<file path="src/rtl/alu_seq.sv">
// Handshaked WIDTH-bit ALU: single-cycle shift/rotate/arith/logic ops, plus an optional
// shift-add multiplier built only when ALU_MUL_EN is defined (opcode 1101 is invalid otherwise).
module alu_seq #(
    parameter int WIDTH = 8
) (
    input  logic             clk,
    input  logic             rst,
    input  logic             iValid,
    input  logic [WIDTH-1:0] iA,
    input  logic [WIDTH-1:0] iB,
    input  logic [3:0]       iOpCode,
    output logic             oReady,
    output logic             oValid,
    output logic [WIDTH-1:0] oResultado,
    output logic [WIDTH-1:0] oResultadoHi,
    output logic [4:0]       oFlags
);

    localparam logic [3:0] OP_ASR = 4'h0;
    localparam logic [3:0] OP_LSL = 4'h1;
    localparam logic [3:0] OP_LSR = 4'h2;
    localparam logic [3:0] OP_ROL = 4'h3;
    localparam logic [3:0] OP_ROR = 4'h4;
    localparam logic [3:0] OP_ADD = 4'h5;
    localparam logic [3:0] OP_SUB = 4'h6;
    localparam logic [3:0] OP_AND = 4'h7;
    localparam logic [3:0] OP_OR  = 4'h8;
    localparam logic [3:0] OP_NOT = 4'h9;
    localparam logic [3:0] OP_XOR = 4'hA;
    localparam logic [3:0] OP_NEG = 4'hB;
    localparam logic [3:0] OP_ASL = 4'hC;
    localparam logic [3:0] OP_CMP = 4'hE;

    logic [WIDTH:0]   sum;
    logic [WIDTH:0]   diff;
    logic [WIDTH-1:0] neg;
    logic [WIDTH-1:0] alu_res;
    logic             alu_c;
    logic             alu_v;
    logic [4:0]       alu_flags;
    logic             is_mul;
    logic             accept_single;

    // Single-cycle datapath works on the live operands; invalid opcodes fall through to zero.
    always_comb begin
        sum     = {1'b0, iA} + {1'b0, iB};
        diff    = {1'b0, iA} - {1'b0, iB};
        neg     = -iA;
        alu_res = '0;
        alu_c   = 1'b0;
        alu_v   = 1'b0;
        case (iOpCode)
            OP_ASR: begin alu_res = {iA[WIDTH-1], iA[WIDTH-1:1]}; alu_c = iA[0]; end
            OP_LSL: begin alu_res = {iA[WIDTH-2:0], 1'b0};        alu_c = iA[WIDTH-1]; end
            OP_LSR: begin alu_res = {1'b0, iA[WIDTH-1:1]};        alu_c = iA[0]; end
            OP_ROL: begin alu_res = {iA[WIDTH-2:0], iA[WIDTH-1]}; alu_c = iA[WIDTH-1]; end
            OP_ROR: begin alu_res = {iA[0], iA[WIDTH-1:1]};       alu_c = iA[0]; end
            OP_ADD: begin
                alu_res = sum[WIDTH-1:0];
                alu_c   = sum[WIDTH];
                alu_v   = (iA[WIDTH-1] == iB[WIDTH-1]) && (sum[WIDTH-1] != iA[WIDTH-1]);
            end
            OP_SUB, OP_CMP: begin
                alu_res = diff[WIDTH-1:0];
                alu_c   = diff[WIDTH];
                alu_v   = (iA[WIDTH-1] != iB[WIDTH-1]) && (diff[WIDTH-1] != iA[WIDTH-1]);
            end
            OP_AND: alu_res = iA & iB;
            OP_OR:  alu_res = iA | iB;
            OP_NOT: alu_res = ~iA;
            OP_XOR: alu_res = iA ^ iB;
            OP_NEG: begin
                alu_res = neg;
                alu_c   = |iA;
                alu_v   = (iA == {1'b1, {(WIDTH-1){1'b0}}});
            end
            OP_ASL: begin
                alu_res = {iA[WIDTH-2:0], 1'b0};
                alu_c   = iA[WIDTH-1];
                alu_v   = iA[WIDTH-1] != iA[WIDTH-2];
            end
            default: ;
        endcase
        alu_flags = {alu_res[WIDTH-1], ^alu_res, alu_v, alu_c, alu_res == '0};
    end

`ifdef ALU_MUL_EN
    localparam logic [3:0] OP_MUL = 4'hD;
    localparam int CW = (WIDTH > 2) ? $clog2(WIDTH) : 1;

    typedef enum logic [1:0] {IDLE, MUL, DONE} state_t;

    state_t             state;
    logic [CW-1:0]      cnt;
    logic [2*WIDTH-1:0] acc;
    logic [2*WIDTH-1:0] mcand;
    logic [WIDTH-1:0]   mplier;
    logic [WIDTH-1:0]   hi_reg;

    assign is_mul       = (iOpCode == OP_MUL);
    assign oReady       = (state == IDLE);
    assign oResultadoHi = hi_reg;
`else
    assign is_mul       = 1'b0;
    assign oReady       = 1'b1;
    assign oResultadoHi = '0;
`endif

    assign accept_single = iValid && oReady && !is_mul;

    always_ff @(posedge clk or posedge rst) begin
        if (rst) begin
            oValid     <= 1'b0;
            oResultado <= '0;
            oFlags     <= '0;
`ifdef ALU_MUL_EN
            state      <= IDLE;
            cnt        <= '0;
            acc        <= '0;
            mcand      <= '0;
            mplier     <= '0;
            hi_reg     <= '0;
`endif
        end else begin
            oValid <= 1'b0;
            if (accept_single) begin
                oValid <= 1'b1;
                oFlags <= alu_flags;
                // CMP only reports flags; the previous result stays visible.
                if (iOpCode != OP_CMP)
                    oResultado <= alu_res;
`ifdef ALU_MUL_EN
                hi_reg <= '0;
`endif
            end
`ifdef ALU_MUL_EN
            case (state)
                IDLE: begin
                    if (iValid && is_mul) begin
                        mcand  <= {{WIDTH{1'b0}}, iA};
                        mplier <= iB;
                        acc    <= '0;
                        cnt    <= '0;
                        state  <= MUL;
                    end
                end
                MUL: begin
                    if (mplier[0])
                        acc <= acc + mcand;
                    mcand  <= mcand << 1;
                    mplier <= mplier >> 1;
                    if (cnt == CW'(WIDTH - 1)) begin
                        cnt   <= '0;
                        state <= DONE;
                    end else begin
                        cnt <= cnt + 1'b1;
                    end
                end
                DONE: begin
                    oValid     <= 1'b1;
                    oResultado <= acc[WIDTH-1:0];
                    hi_reg     <= acc[2*WIDTH-1:WIDTH];
                    oFlags     <= {acc[WIDTH-1], ^acc[WIDTH-1:0], 1'b0,
                                   |acc[2*WIDTH-1:WIDTH], acc[WIDTH-1:0] == '0};
                    state      <= IDLE;
                end
                default: state <= IDLE;
            endcase
`endif
        end
    end

endmodule

</file>
<file path="config.mk">
export PLATFORM = sky130hd
export DESIGN_NAME = alu_seq
export DESIGN_NICKNAME = d
export VERILOG_FILES = /design/src/rtl/alu_seq.sv
export SDC_FILE = /design/constraint.sdc
export NUM_CORES = 1
export LEC_CHECK = 0
export CAP_MARGIN = 30
export CORE_MARGIN = 2
export CORE_UTILIZATION = 45
export CTS_CLUSTER_DIAMETER = 100
export DETAILED_ROUTE_END_ITERATION = 10
export HOLD_SLACK_MARGIN = 0.12
export PLACE_DENSITY = 0.75
export SYNTH_ARGS = -nofsm -noshare
export SYNTH_HDL_FRONTEND = slang
export SYNTH_SLANG_ARGS = --single-unit
</file>
<file path="constraint.sdc">
create_clock -name clk -period 2.85 [get_ports clk]
set_clock_uncertainty 0.15 [all_clocks]
set_input_delay 0.4275 -clock clk [delete_from_list [all_inputs] [get_ports clk]]
set_output_delay 0.4275 -clock clk [all_outputs]
set_load 0.02 [all_outputs]
</file>
==> results.md <==
- In the finished design, the share of the clock period the worst path needs comes to 0.988.
- VDD sags by at most 0.393 mV.
- The worst slew margin relative to its limit is 0.592.
- Before antenna repair, the detailed router went through 5 iterations.
- TritonCTS built the clock tree.
- Buffers placed on the I/O ports in this run total 36.
- The final worst-path setup slack is 0.0341 ns.
- The count of filler cells inserted in the layout is 381.
- Subtracting the final worst setup slack from the clock period gives 2.82 ns.
- In this run the number of H-tree levels came out at 1.
- The worst hold path belongs to the class reg -> reg.
- For this run, the number of Yosys warnings is 0.
- The final design instance area without fill is 4670 um2.
- The area taken by flip-flops and latches is 350 um2.
- The tree is rooted in a clkbuf_8.
- The area occupied by multi-input gates is 2580 um2.
- The clock passes through at most 2 buffers.
- The iteration-0 DRC count of the detailed router is 369.
- Of the total power, combinational logic draws 0.721.
- The final hold violation count is 0.
- The wire-length estimate of the detail-placed layout is 7.94 mm.
- In this run the remaining antenna-violating nets after routing total 0.
- The number of cells in the design after placement is 562.
- The number of CTS-inserted buffers is 3.
- The global-route wire length before repair is 16.3 mm.
- STA classifies the critical path endpoint as a flip-flop.
- The count of different cell masters after synthesis is 78.
- Sorting the synthesized cells by area gives the leading types as ha_1 14%, dfrtp_1 13%, buf_4 3.8%.
- The total overflow reported by the global router is 0.
- The site row count is 28.
- The internal power is 0.869 mW.
- Of the total power, the clock network draws 0.109.
- For this run, the leading register cell type out of synthesis is dfrtp_1.
- The ratio of routed vias to standard cells is 6.15.
- In this run the mean area of a mapped cell was 7.89 um2.
- Of the post-synthesis cell area, the dominant cell type holds 0.140.
- Of the total power, registers draw 0.170.
- Synthesis produced a netlist whose cell count is 350.
- The final layout contains 574 nets.
- The kind of start point of the critical path is an input pin.
- The number of flip-flops and latches in the synthesized netlist is 14.
- The placeable core region is 5920 um2.
- The average wire per standard cell is 19.2 um.
- The final count of pins violating max slew is 0.
- Summed over all instances, the cell type with the most area after synthesis is ha_1.
- The routed design has 11.3 mm of wire.
- The worst-path maximum fanout is 4.
- In the final layout, the share of cells above drive strength 1 is 0.488.
- The pin slew with the least headroom to its limit is 0.596 ns.
- The number of top-level pins is 46.
- The floorplan step defined a die boundary enclosing 6780 um2.
- The number of global-route vias before repair is 3387.
- The latest clock arrival within the worst-skew pair is 0.24 ns.
- Setup violations remaining at the end of the flow were counted as 0.
- The summed instance area of the synthesized netlist is 2760 um2.
- For the worst setup path, the data required time is 2.87 ns.
- In this run the power spent charging and discharging nets is 0.593 mW.
- Max-cap violations in this run came to 0.
- The initial antenna violation count is 0.
- After clock tree synthesis, the flow added hold-fix buffers numbering 0.
- The initial standard-cell utilization of the core is 0.467.
- The fraction of the yosys area taken by sequential cells is 0.127.
- For this run, design rule violations remaining after detail routing come to 0.
- The flow ran to the end, and the final reports show no timing, DRC or antenna violations.
- The design draws 1.46 mW.
- In this run the static leakage power is 2.11 nW.
- Hold timing on the final database bottoms out at a slack of 0.340 ns.
- The global-route usage over all layers is 0.311.
- Once placement finished, the instance area stood at 4010 um2.
- The worst setup slack after placement is -0.707 ns.
- Setup repair after global routing could not meet its margin everywhere.
- Dividing total power by cell area gives a power density of 313 nW/um2.
- The category of the critical setup timing path is in -> reg.
- Excluding fillers, the count of instances in the completed layout stands at 591.
- The clock slew seen by the registers of the worst setup and hold paths is 0.05 ns.
- The area growth from synthesis to layout is 69.1%.
- Static timing analysis puts the maximum clock frequency at 355 MHz.
- The diode insertion count for antenna repair is 0.
- The clock net sink count is 14.
- The fraction of power spent switching nets is 0.405.
- Entering global routing, the biggest net connects 15 pins.
- The routed layout has 3636 vias.
- The fraction of registers with async set/reset is 1.00.
- In this run the horizontal extent of the chip is 82.4 um.
- In this run the vertical extent of the chip is 82.4 um.
- The count of flip-flops with a built-in enable after synthesis is 0.
- Data on the critical path arrives at its endpoint at 2.83 ns.
- The weighted congestion reported at the end of routability-driven placement is 0.990.
-- critical path: stages --
cell and delay (ns):
buf_8 0.08, inv_4 0.03, ha_4 0.15, buf_4 0.13
buf_4 0.13, nor3_4 0.28, nor3_2 0.10, a221o_1 0.34
a211oi_2 0.30, ha_2 0.39, xnor2_4 0.16, xnor2_2 0.14
a21oi_1 0.15
-- path summary, 6_finish.rpt --
kind | startpoint | to | slack (ns) | cells after the start
max | iA[0] | oFlags[3]$_DFFE_PP0P_ | 0.03 | 13
min | oResultado[1]$_DFFE_PP0P_ | oResultado[1]$_DFFE_PP0P_ | 0.34 | 2
max reg2reg | oFlags[2]$_DFFE_PP0P_ | oFlags[2]$_DFFE_PP0P_ | 1.20 | 6
min reg2reg | oResultado[1]$_DFFE_PP0P_ | oResultado[1]$_DFFE_PP0P_ | 0.34 | 2
max in group asynchronous | rst | oResultado[4]$_DFFE_PP0P_ | 1.83 | 2
min in group asynchronous | rst | oValid$_DFF_PP0_ | 0.37 | 2
-- flip-flops by register name, summed over array words and instances (netlist names) --
name / count
oFlags: 5
oResultado: 8
oValid: 1
-- stage by stage --
stage	setup TNS (ns)	utilization
floorplan	0	-
global placement	-1.61	0.677
detailed placement	-2.13	0.677
CTS	0	0.753
global route	-0.0452	0.789
finish	0	0.789
-- metal layers --
metal  routed length, um  global-route usage
met5                   0                   0
met4                 602               0.143
met3                 993              0.0315
met2                5470               0.554
met1                4250               0.372
-- cell type report --
class	instances	area share
well taps	75	0.0201
repair buffers	186	0.320
multi-input cells	284	0.552
clock buffers	3	0.00884
inverters	29	0.0244
flip-flops and latches	14	0.0750
-- power groups by stage --
stage	clock (mW)	combinational [mW]	sequential, mW
detailed placement	0	0.765	0.252
global placement	0	0.748	0.250
CTS	0.156	0.886	0.249
global route	0.164	1.11	0.252
finish	0.160	1.05	0.249
floorplan	0	0.371	0.292
-- what timing repair did --
| item | 4_1_cts | 5_1_grt |
|---|---|---|
| setup endpoints to repair | 2 | 3 |
| pin swaps | 23 | 21 |
| resized for setup | 88 | 50 |
| cloned | 0 | 0 |
| buffers inserted | 20 | 6 |
-- cells by family (layout without fill, tap and decap cells) --
family	after synthesis	count (layout)	share of synthesized area
AND/OR/NAND/NOR	119	119	0.260
other	2	9	0.00272
AO/OA/AOI/OAI	107	107	0.287
buffers and inverters	59	218	0.112
adder cells (fa/ha/maj)	33	33	0.155
flip-flops	14	14	0.127
XOR/XNOR	7	7	0.0222
multiplexers	9	9	0.0340
-- layout by cell type, fill, tap and decap left out, types with 4 or more instances in the layout --
cell | netlist | final
buf_4 | 14 | 145
nand2_1 | 25 | 25
nor2_1 | 23 | 21
ha_1 | 31 | 18
inv_2 | 1 | 16
clkdlybuf4s50_1 | 0 | 16
a21oi_1 | 18 | 14
dfrtp_1 | 14 | 14
inv_1 | 28 | 11
ha_4 | 0 | 11
o21ai_0 | 11 | 10
conb_1 | 2 | 9
o22ai_1 | 8 | 8
nand3b_1 | 7 | 7
a31oi_1 | 7 | 7
nor3_1 | 12 | 7
nand3_1 | 8 | 7
dlygate4sd2_1 | 0 | 7
mux2i_1 | 6 | 6
nand2b_1 | 7 | 6
o21ai_1 | 5 | 6
nand4_1 | 5 | 5
o21a_1 | 5 | 5
clkbuf_2 | 1 | 5
dlymetal6s2s_1 | 0 | 5
buf_6 | 3 | 5
nor2b_2 | 0 | 4
a21oi_2 | 1 | 4
xnor2_1 | 7 | 4
nor3_2 | 1 | 4
a211oi_1 | 6 | 4
-- cells in the mapped netlist, types with 3 or more instances --
library cell,n
nor3_1,12
nand2b_1,7
buf_6,3
nor2b_1,9
nand3b_1,7
buf_4,14
dfrtp_1,14
o211a_1,3
a2111oi_0,3
a31oi_1,7
a32oi_1,3
o21a_1,5
nand2_1,25
o221ai_1,3
xnor2_1,7
a32o_1,3
o21ai_1,5
mux2i_1,6
mux2_2,3
buf_2,9
ha_1,31
a211oi_1,6
o21ai_0,11
o31ai_1,3
nand4_1,5
a21oi_1,18
inv_1,28
nand3_1,8
o22ai_1,8
nor2_1,23
Note: power is estimated with default switching activity, not from simulation.
